--- config.mk ---
export PLATFORM = sky130hd
export DESIGN_NAME = axis_step_executor
export DESIGN_NICKNAME = d
export VERILOG_FILES = /design/src/rtl/axis_step_executor.sv
export SDC_FILE = /design/constraint.sdc
export NUM_CORES = 2
export LEC_CHECK = 0
export CAP_MARGIN = 5
export CORE_MARGIN = 2
export CORE_UTILIZATION = 40
export DETAILED_ROUTE_END_ITERATION = 16
export GPL_TIMING_DRIVEN = 0
export PLACE_DENSITY = 0.56
export SYNTH_ARGS = -nofsm -noshare
export SYNTH_HDL_FRONTEND = slang
export SYNTH_SLANG_ARGS = --single-unit
--- constraint.sdc ---
create_clock -name clk -period 11.29 [get_ports clk]
set_input_delay 1.6935 -clock clk [delete_from_list [all_inputs] [get_ports clk]]
set_output_delay 1.6935 -clock clk [all_outputs]
set_load 0.02 [all_outputs]
--- src/rtl/axis_step_executor.sv ---
// axis_step_executor
//   Turns one latched timing parameter set {N, nn, t0, tna, delta} into a
//   STEP/DIR pulse train with a trapezoidal period profile
//   (accelerate / cruise / decelerate). One instance per axis.
//
// Parameters:
//   PULSE_W     STEP high time in clk cycles (>= 1)
//   MIN_PERIOD  lower clamp on every step period (>= 2*PULSE_W)
//   ENDSTOP_DIR direction in which the endstop aborts (only with the macro)
//
// Ports:
//   clk, reset  system clock, synchronous active-high reset
//   start       level handshake; held high for the whole move
//   num         signed step count, sign selects dir only
//   params      0:N 1:nn 2:t0 3:tna 4:delta
//   step        step pulse to the driver
//   dir         1 when num >= 0
//   busy        high while stepping (ACCEL/CRUISE/DECEL)
//   step_cnt    steps issued in the current move
//   finish      high in DONE, held until start drops
//   endstop/hit only when STEP_EXEC_ENDSTOP_EN is defined: endstop input
//               aborts the move, hit flags the abort until the IDLE return
module axis_step_executor #(
  parameter int unsigned PULSE_W    = 10,
  parameter int unsigned MIN_PERIOD = 20
`ifdef STEP_EXEC_ENDSTOP_EN
  , parameter logic      ENDSTOP_DIR = 1'b0
`endif
) (
  input  logic               clk,
  input  logic               reset,
  input  logic               start,
  input  logic signed [31:0] num,
  input  logic        [31:0] params [0:4],
  output logic               step,
  output logic               dir,
  output logic               busy,
  output logic        [31:0] step_cnt,
  output logic               finish
`ifdef STEP_EXEC_ENDSTOP_EN
  , input  logic             endstop,
  output logic               hit
`endif
);

  typedef enum logic [2:0] {
    S_IDLE, S_LOAD, S_ACCEL, S_CRUISE, S_DECEL, S_DONE
  } state_t;

  localparam logic [31:0] PW    = 32'(PULSE_W);
  localparam logic [31:0] MIN_P = 32'(MIN_PERIOD);

  state_t      state_q, state_d;
  logic        step_q, step_d, dir_q, dir_d, busy_q, busy_d, finish_q, finish_d;
  logic [31:0] step_cnt_q, step_cnt_d;
  logic [31:0] ph_q, ph_d;              // cycle index inside the current period
  logic [31:0] n_q, n_d, nn_eff_q, nn_eff_d, tna_q, tna_d, delta_q, delta_d;
  logic [31:0] raw_q, raw_d;            // unclamped period of the current step
  logic [31:0] cap_q, cap_d;            // max(t0, tna)
  logic [31:0] acc_last_q, acc_last_d;  // last accel period, first decel period
`ifdef STEP_EXEC_ENDSTOP_EN
  logic        hit_q, hit_d, abort_pend_q, abort_pend_d, es_match;
`endif

  logic [31:0] period, cnt_nxt, dec_raw, inc_raw, half_n;
  logic        last;

  always_comb begin
    period  = (raw_q > MIN_P) ? raw_q : MIN_P;
    last    = (ph_q == period - 32'd1);
    cnt_nxt = step_cnt_q + 32'd1;
    half_n  = n_q >> 1;
    // raw stays within [tna, cap], so both differences are non-negative
    dec_raw = ((raw_q - tna_q) >= delta_q) ? raw_q - delta_q : tna_q;
    inc_raw = ((cap_q - raw_q) >= delta_q) ? raw_q + delta_q : cap_q;
  end

  always_comb begin
    state_d    = state_q;
    step_d     = step_q;
    dir_d      = dir_q;
    busy_d     = busy_q;
    finish_d   = finish_q;
    step_cnt_d = step_cnt_q;
    ph_d       = ph_q;
    n_d        = n_q;
    nn_eff_d   = nn_eff_q;
    tna_d      = tna_q;
    delta_d    = delta_q;
    raw_d      = raw_q;
    cap_d      = cap_q;
    acc_last_d = acc_last_q;
`ifdef STEP_EXEC_ENDSTOP_EN
    hit_d        = hit_q;
    abort_pend_d = abort_pend_q;
    es_match     = 1'b0;
`endif

    case (state_q)
      S_IDLE: begin
        if (start) begin
          n_d      = params[0];
          nn_eff_d = (params[1] < (params[0] >> 1)) ? params[1] : (params[0] >> 1);
          tna_d    = params[3];
          delta_d  = params[4];
          raw_d    = (params[2] > params[3]) ? params[2] : params[3];
          cap_d    = (params[2] > params[3]) ? params[2] : params[3];
          dir_d    = ~num[31];
          state_d  = S_LOAD;
        end
      end
      S_LOAD: begin
        ph_d = '0;
        if (n_q == '0) begin
          state_d  = S_DONE;
          finish_d = 1'b1;
        end else begin
          busy_d = 1'b1;
          step_d = 1'b1;
          if (nn_eff_q == '0) begin
            state_d = S_CRUISE;
            raw_d   = tna_q;
          end else begin
            state_d = S_ACCEL;
          end
        end
      end
      S_ACCEL, S_CRUISE, S_DECEL: begin
        if (last) begin
          step_cnt_d = cnt_nxt;
          ph_d       = '0;
          step_d     = 1'b1;
          case (state_q)
            S_ACCEL: begin
              if (cnt_nxt == nn_eff_q) begin
                if ((n_q - (nn_eff_q << 1)) != '0) begin
                  state_d    = S_CRUISE;
                  acc_last_d = raw_q;
                  // odd N with accel covering half: lone middle step continues
                  // the accel ramp instead of jumping to the cruise period
                  raw_d      = (nn_eff_q == half_n) ? dec_raw : tna_q;
                end else begin
                  state_d = S_DECEL;  // first decel step repeats last accel period
                end
              end else begin
                raw_d = dec_raw;
              end
            end
            S_CRUISE: begin
              if (cnt_nxt == n_q) begin
                state_d = S_DONE;
              end else if ((nn_eff_q != '0) && (cnt_nxt == n_q - nn_eff_q)) begin
                state_d = S_DECEL;
                raw_d   = acc_last_q;
              end
            end
            default: begin
              if (cnt_nxt == n_q) state_d = S_DONE;
              else                raw_d   = inc_raw;
            end
          endcase
          if (state_d == S_DONE) begin
            step_d   = 1'b0;
            busy_d   = 1'b0;
            finish_d = 1'b1;
          end
        end else begin
          ph_d   = ph_q + 32'd1;
          step_d = ((ph_q + 32'd1) < PW);
        end
`ifdef STEP_EXEC_ENDSTOP_EN
        // abort only once the current pulse has served its full high time
        es_match = endstop && (dir_q == ENDSTOP_DIR);
        if (es_match) abort_pend_d = 1'b1;
        if ((abort_pend_q || es_match) && (ph_q >= PW - 32'd1)) begin
          state_d      = S_DONE;
          step_d       = 1'b0;
          busy_d       = 1'b0;
          finish_d     = 1'b1;
          hit_d        = 1'b1;
          abort_pend_d = 1'b0;
          step_cnt_d   = cnt_nxt;
        end
`endif
      end
      S_DONE: begin
        if (!start) begin
          state_d    = S_IDLE;
          finish_d   = 1'b0;
          step_cnt_d = '0;
`ifdef STEP_EXEC_ENDSTOP_EN
          hit_d        = 1'b0;
          abort_pend_d = 1'b0;
`endif
        end
      end
      default: state_d = S_IDLE;
    endcase
  end

  always_ff @(posedge clk) begin
    if (reset) begin
      state_q    <= S_IDLE;
      step_q     <= 1'b0;
      dir_q      <= 1'b0;
      busy_q     <= 1'b0;
      finish_q   <= 1'b0;
      step_cnt_q <= '0;
      ph_q       <= '0;
      n_q        <= '0;
      nn_eff_q   <= '0;
      tna_q      <= '0;
      delta_q    <= '0;
      raw_q      <= '0;
      cap_q      <= '0;
      acc_last_q <= '0;
`ifdef STEP_EXEC_ENDSTOP_EN
      hit_q        <= 1'b0;
      abort_pend_q <= 1'b0;
`endif
    end else begin
      state_q    <= state_d;
      step_q     <= step_d;
      dir_q      <= dir_d;
      busy_q     <= busy_d;
      finish_q   <= finish_d;
      step_cnt_q <= step_cnt_d;
      ph_q       <= ph_d;
      n_q        <= n_d;
      nn_eff_q   <= nn_eff_d;
      tna_q      <= tna_d;
      delta_q    <= delta_d;
      raw_q      <= raw_d;
      cap_q      <= cap_d;
      acc_last_q <= acc_last_d;
`ifdef STEP_EXEC_ENDSTOP_EN
      hit_q        <= hit_d;
      abort_pend_q <= abort_pend_d;
`endif
    end
  end

  assign step     = step_q;
  assign dir      = dir_q;
  assign busy     = busy_q;
  assign step_cnt = step_cnt_q;
  assign finish   = finish_q;
`ifdef STEP_EXEC_ENDSTOP_EN
  assign hit      = hit_q;
`endif

endmodule

==> metrics.csv <==
stage,metric,value,unit
status,outcome,completed,
yosys,synthDistinctLibCells,99,
setup_path,slowest_stage,a21oi_1,
timing,whs,0.4830,ns
global_routing,grt_start_max_net_pins,12,
floorplan,ioPinCount,231,
setup_path,crit_fanout,11,
placement,port_buffers,198,
setup_path,crit_chain,inv_1 -> ha_1 -> nor2b_1 -> o21ai_0 -> a21boi_0 -> o41a_1 -> a211o_1 -> a221o_1 -> a211oi_1 -> o31ai_1 -> o41ai_1 -> o21ai_0 -> a21oi_1 -> xnor2_1 -> ha_1 -> a21oi_1 -> o21ai_0 -> a21oi_1 -> clkbuf_1 -> clkbuf_1 -> mux2i_1 -> o221ai_1 -> o311a_1,
timing,fmax,103.1,MHz
finish,syn_to_final_growth,14.83,%
route,viasPerCell,6.082,
clock_tree,numCtsBuffers,42,
timing,hold_viol,0,
global_routing,grt.overflow.total,0,
setup_path,worstSetupPathType,flip-flop to flip-flop,
clock_tree,cts_hold_buf,0,
clock_tree,clock_latency,0.60,ns
setup_path,critPathCaptureType,flip-flop,
clock_tree,cts-root-buf,clkbuf_16,
floorplan,core_area,0.07887,mm^2
flow_run,drv_cap,0,
clock_tree,cts_tree,built,
route,drc,0,
clock_tree,clkSinkCount,295,
timing,rsz0062_at_grt,false,
setup_path,cp-start-kind,flip-flop,
yosys,syn_nets,4823,
yosys,synth_flop_cell,dfxtp_1,
power_and_ir_drop,power_density,337.0,mW/mm^2
timing,period_needed,9.695,ns
timing,setup_viol,0,
setup_path,required,11.78,ns
route,wire_per_inst,27.05,um
global_routing,antenna_found_initial,3,
yosys,synthArstFlopShare,0,%
route,antenna_left,0,
route,vias,34270,
setup_path,path_delay_family,compound AO/OA/AOI/OAI gates,
floorplan,die-width,285.9,um
placement,place_hpwl,122900,um
timing,drv_slew,0,
timing,fin_skew,0.02676,ns
finish,fillers,8280,
timing,setup_tns,0,ns
route,drtIter0Drc,3031,
global_routing,grt_usage,36.03,%
power_and_ir_drop,p_leak,14.78,nW
clock_tree,clk_pin_slew,0.06,ns
finish,final_common_cell,a21oi_1,
power_and_ir_drop,ir_worst_vdd,282.7,uV
finish,drive_above_1_share,3.514,%
global_routing,grt_pass1_vias,32620,
yosys,yosysWarnings,0,
route,dr.pass1.iters,6,
setup_path,slowest_delay,1.04,ns
floorplan,start_util,40.30,%
floorplan,die_h,285.9,um
timing,slew_headroom,11.23,%
worst_hold_path,holdCritPathClass,flip-flop to flip-flop,
timing,tightest_slew,1.319,ns
finish,layout.nets,5069,
clock_tree,post_cts_buffers,0,
yosys,yosysSeqAreaShare,18.58,%
clock_tree,htree_levels,2,
global_routing,grt_pass1_wl,219000,um
yosys,synth_area,0.03179,mm^2
yosys,synth_seq_cells,295,
setup_path,arrival,10.19,ns
clock_tree,cts_resized,0,
clock_tree,clockBufferDepth,3,
route,drt_wl_total,152400,um
finish,final_cell_mix,"a21oi_1 (404), nand2_1 (391), nor2_1 (374)",
floorplan,num_rows,103,
setup_path,path_buf_inv,3,
placement,gp_congestion,1.033,
timing,finalCritPeriodShare,85.87,%
yosys,synth_edf_count,0,
yosys,syn_area_per_cell,7.378,um^2
yosys,synthCells,4308,
floorplan,dieArea,0.08174,mm^2
[state kept, by name, summed over array words and instances (netlist names)]
| register | count |
|---|---|
| ph_q | 32 |
| cap_q | 32 |
| n_q | 32 |
| dir | 1 |
| step_cnt | 32 |
| nn_eff_q | 32 |
| busy | 1 |
| step | 1 |
| raw_q | 32 |
| state_q | 3 |
| tna_q | 32 |
| acc_last_q | 32 |
| delta_q | 32 |
| finish | 1 |
[tightest hold or removal path, delay by kind of cell (launching register included)]
kind	cells	cell delay (ns)
AO/OA/AOI/OAI	1	0.05
AND/OR/NAND/NOR	1	0.06
flip-flops	1	0.33
[synth_stat cells (12+ instances only)]
library cell	number	share of area [%]
a21oi_1	404	6.4
a2111oi_0	16	0.44
o2111ai_1	25	0.69
and4_1	13	0.36
buf_2	19	0.30
a311oi_1	12	0.33
inv_1	273	3.2
nand4_1	75	1.5
dfxtp_1	295	19
clkbuf_1	213	2.5
o21bai_1	24	0.57
nand2b_1	41	0.81
or4_1	24	0.57
o211ai_1	36	0.85
xnor3_1	19	1.3
o31ai_1	29	0.68
nand2_1	391	4.6
a21o_1	94	2.2
a211o_1	17	0.47
o21ai_0	242	3.8
a221oi_1	14	0.39
nand3_1	103	1.6
xnor2_1	203	5.6
nor4_1	52	1.0
and3_1	49	0.96
a31oi_1	33	0.65
nor2_1	374	4.4
nor3_1	113	1.8
a211oi_2	16	0.63
o21a_1	44	1.0
or3_1	57	1.1
and2_1	29	0.57
a211oi_1	110	2.6
ha_1	314	12
mux2i_1	149	4.7
nor2b_1	43	0.85
nand4b_1	12	0.33
nor3b_1	17	0.40
xor2_1	72	2.0
o22ai_1	29	0.57
[through the flow]
step	cells	setup slack (ns)	area, um^2	power, W	utilization [%]
6_report	5634	1.595	36500	0.01230	46.28
3_3_place_gp	5556	2.050	35080	0.01060	44.48
2_1_floorplan	4308	5.289	31790	0.007659	-
3_5_place_dp	5560	2.093	35130	0.01060	44.54
4_1_cts	5632	2.018	36490	0.01204	46.27
5_1_grt	5632	1.553	36490	0.01308	46.27
[final timing paths]
kind                                 start                        to  slack [ns]  cells after the start
setup reg to reg     raw_q[1]$_SDFFE_PP0P_    raw_q[21]$_SDFFE_PP0P_        1.60                     23
setup / recovery     raw_q[1]$_SDFFE_PP0P_    raw_q[21]$_SDFFE_PP0P_        1.60                     23
hold reg to reg   delta_q[26]$_SDFFE_PP0P_  delta_q[26]$_SDFFE_PP0P_        0.48                      2
hold / removal    delta_q[26]$_SDFFE_PP0P_  delta_q[26]$_SDFFE_PP0P_        0.48                      2
[layer usage]
metal | wire length, um | GRT usage (%) | vias up | part of all wire, %
met4 | 12720 | 25.63 | 2 | 8.3
met5 | 13 | 0 | - | 0.0085
met1 | 60930 | 43.22 | 16160 | 40
met3 | 9610 | 4.864 | 428 | 6.3
li1 | - | - | 16200 | -
met2 | 69100 | 59.42 | 1480 | 45
[report_power, final]
group          switching [W]  internal (W)  leakage [nW]
Sequential          0.000477       0.00126          2.41
Combinational        0.00585       0.00334          11.7
Clock               0.000576      0.000807         0.643
[final cells by class]
class	instances	area, um^2	share of cell area [%]
Antenna cell	2	5.005	0.01371
Sequential cell	295	5906	16.18
Inverter	274	1028	2.818
Tap cell	1050	1314	3.599
Timing Repair Buffer	202	2012	5.512
Buffer	243	955.9	2.619
Clock buffer	54	1147	3.144
Multi-Input combinational cell	3496	23920	65.53
Clock inverter	18	214.0	0.5862
[kinds of logic (layout without fill, tap and decap cells)]
| kind of cell | count (synthesis) | after routing | synth area share (%) |
|---|---|---|---|
| AND/OR/NAND/NOR | 1448 | 1448 | 22.41 |
| AO/OA/AOI/OAI | 1277 | 1277 | 26.09 |
| adder cells (fa/ha/maj) | 320 | 320 | 12.74 |
| XOR/XNOR | 295 | 295 | 8.999 |
| flip-flops | 295 | 295 | 18.58 |
| buffers and inverters | 517 | 791 | 6.243 |
| other | 0 | 2 | 0 |
| multiplexers | 156 | 156 | 4.940 |
No activity file was read; power rests on OpenSTA's default activity.
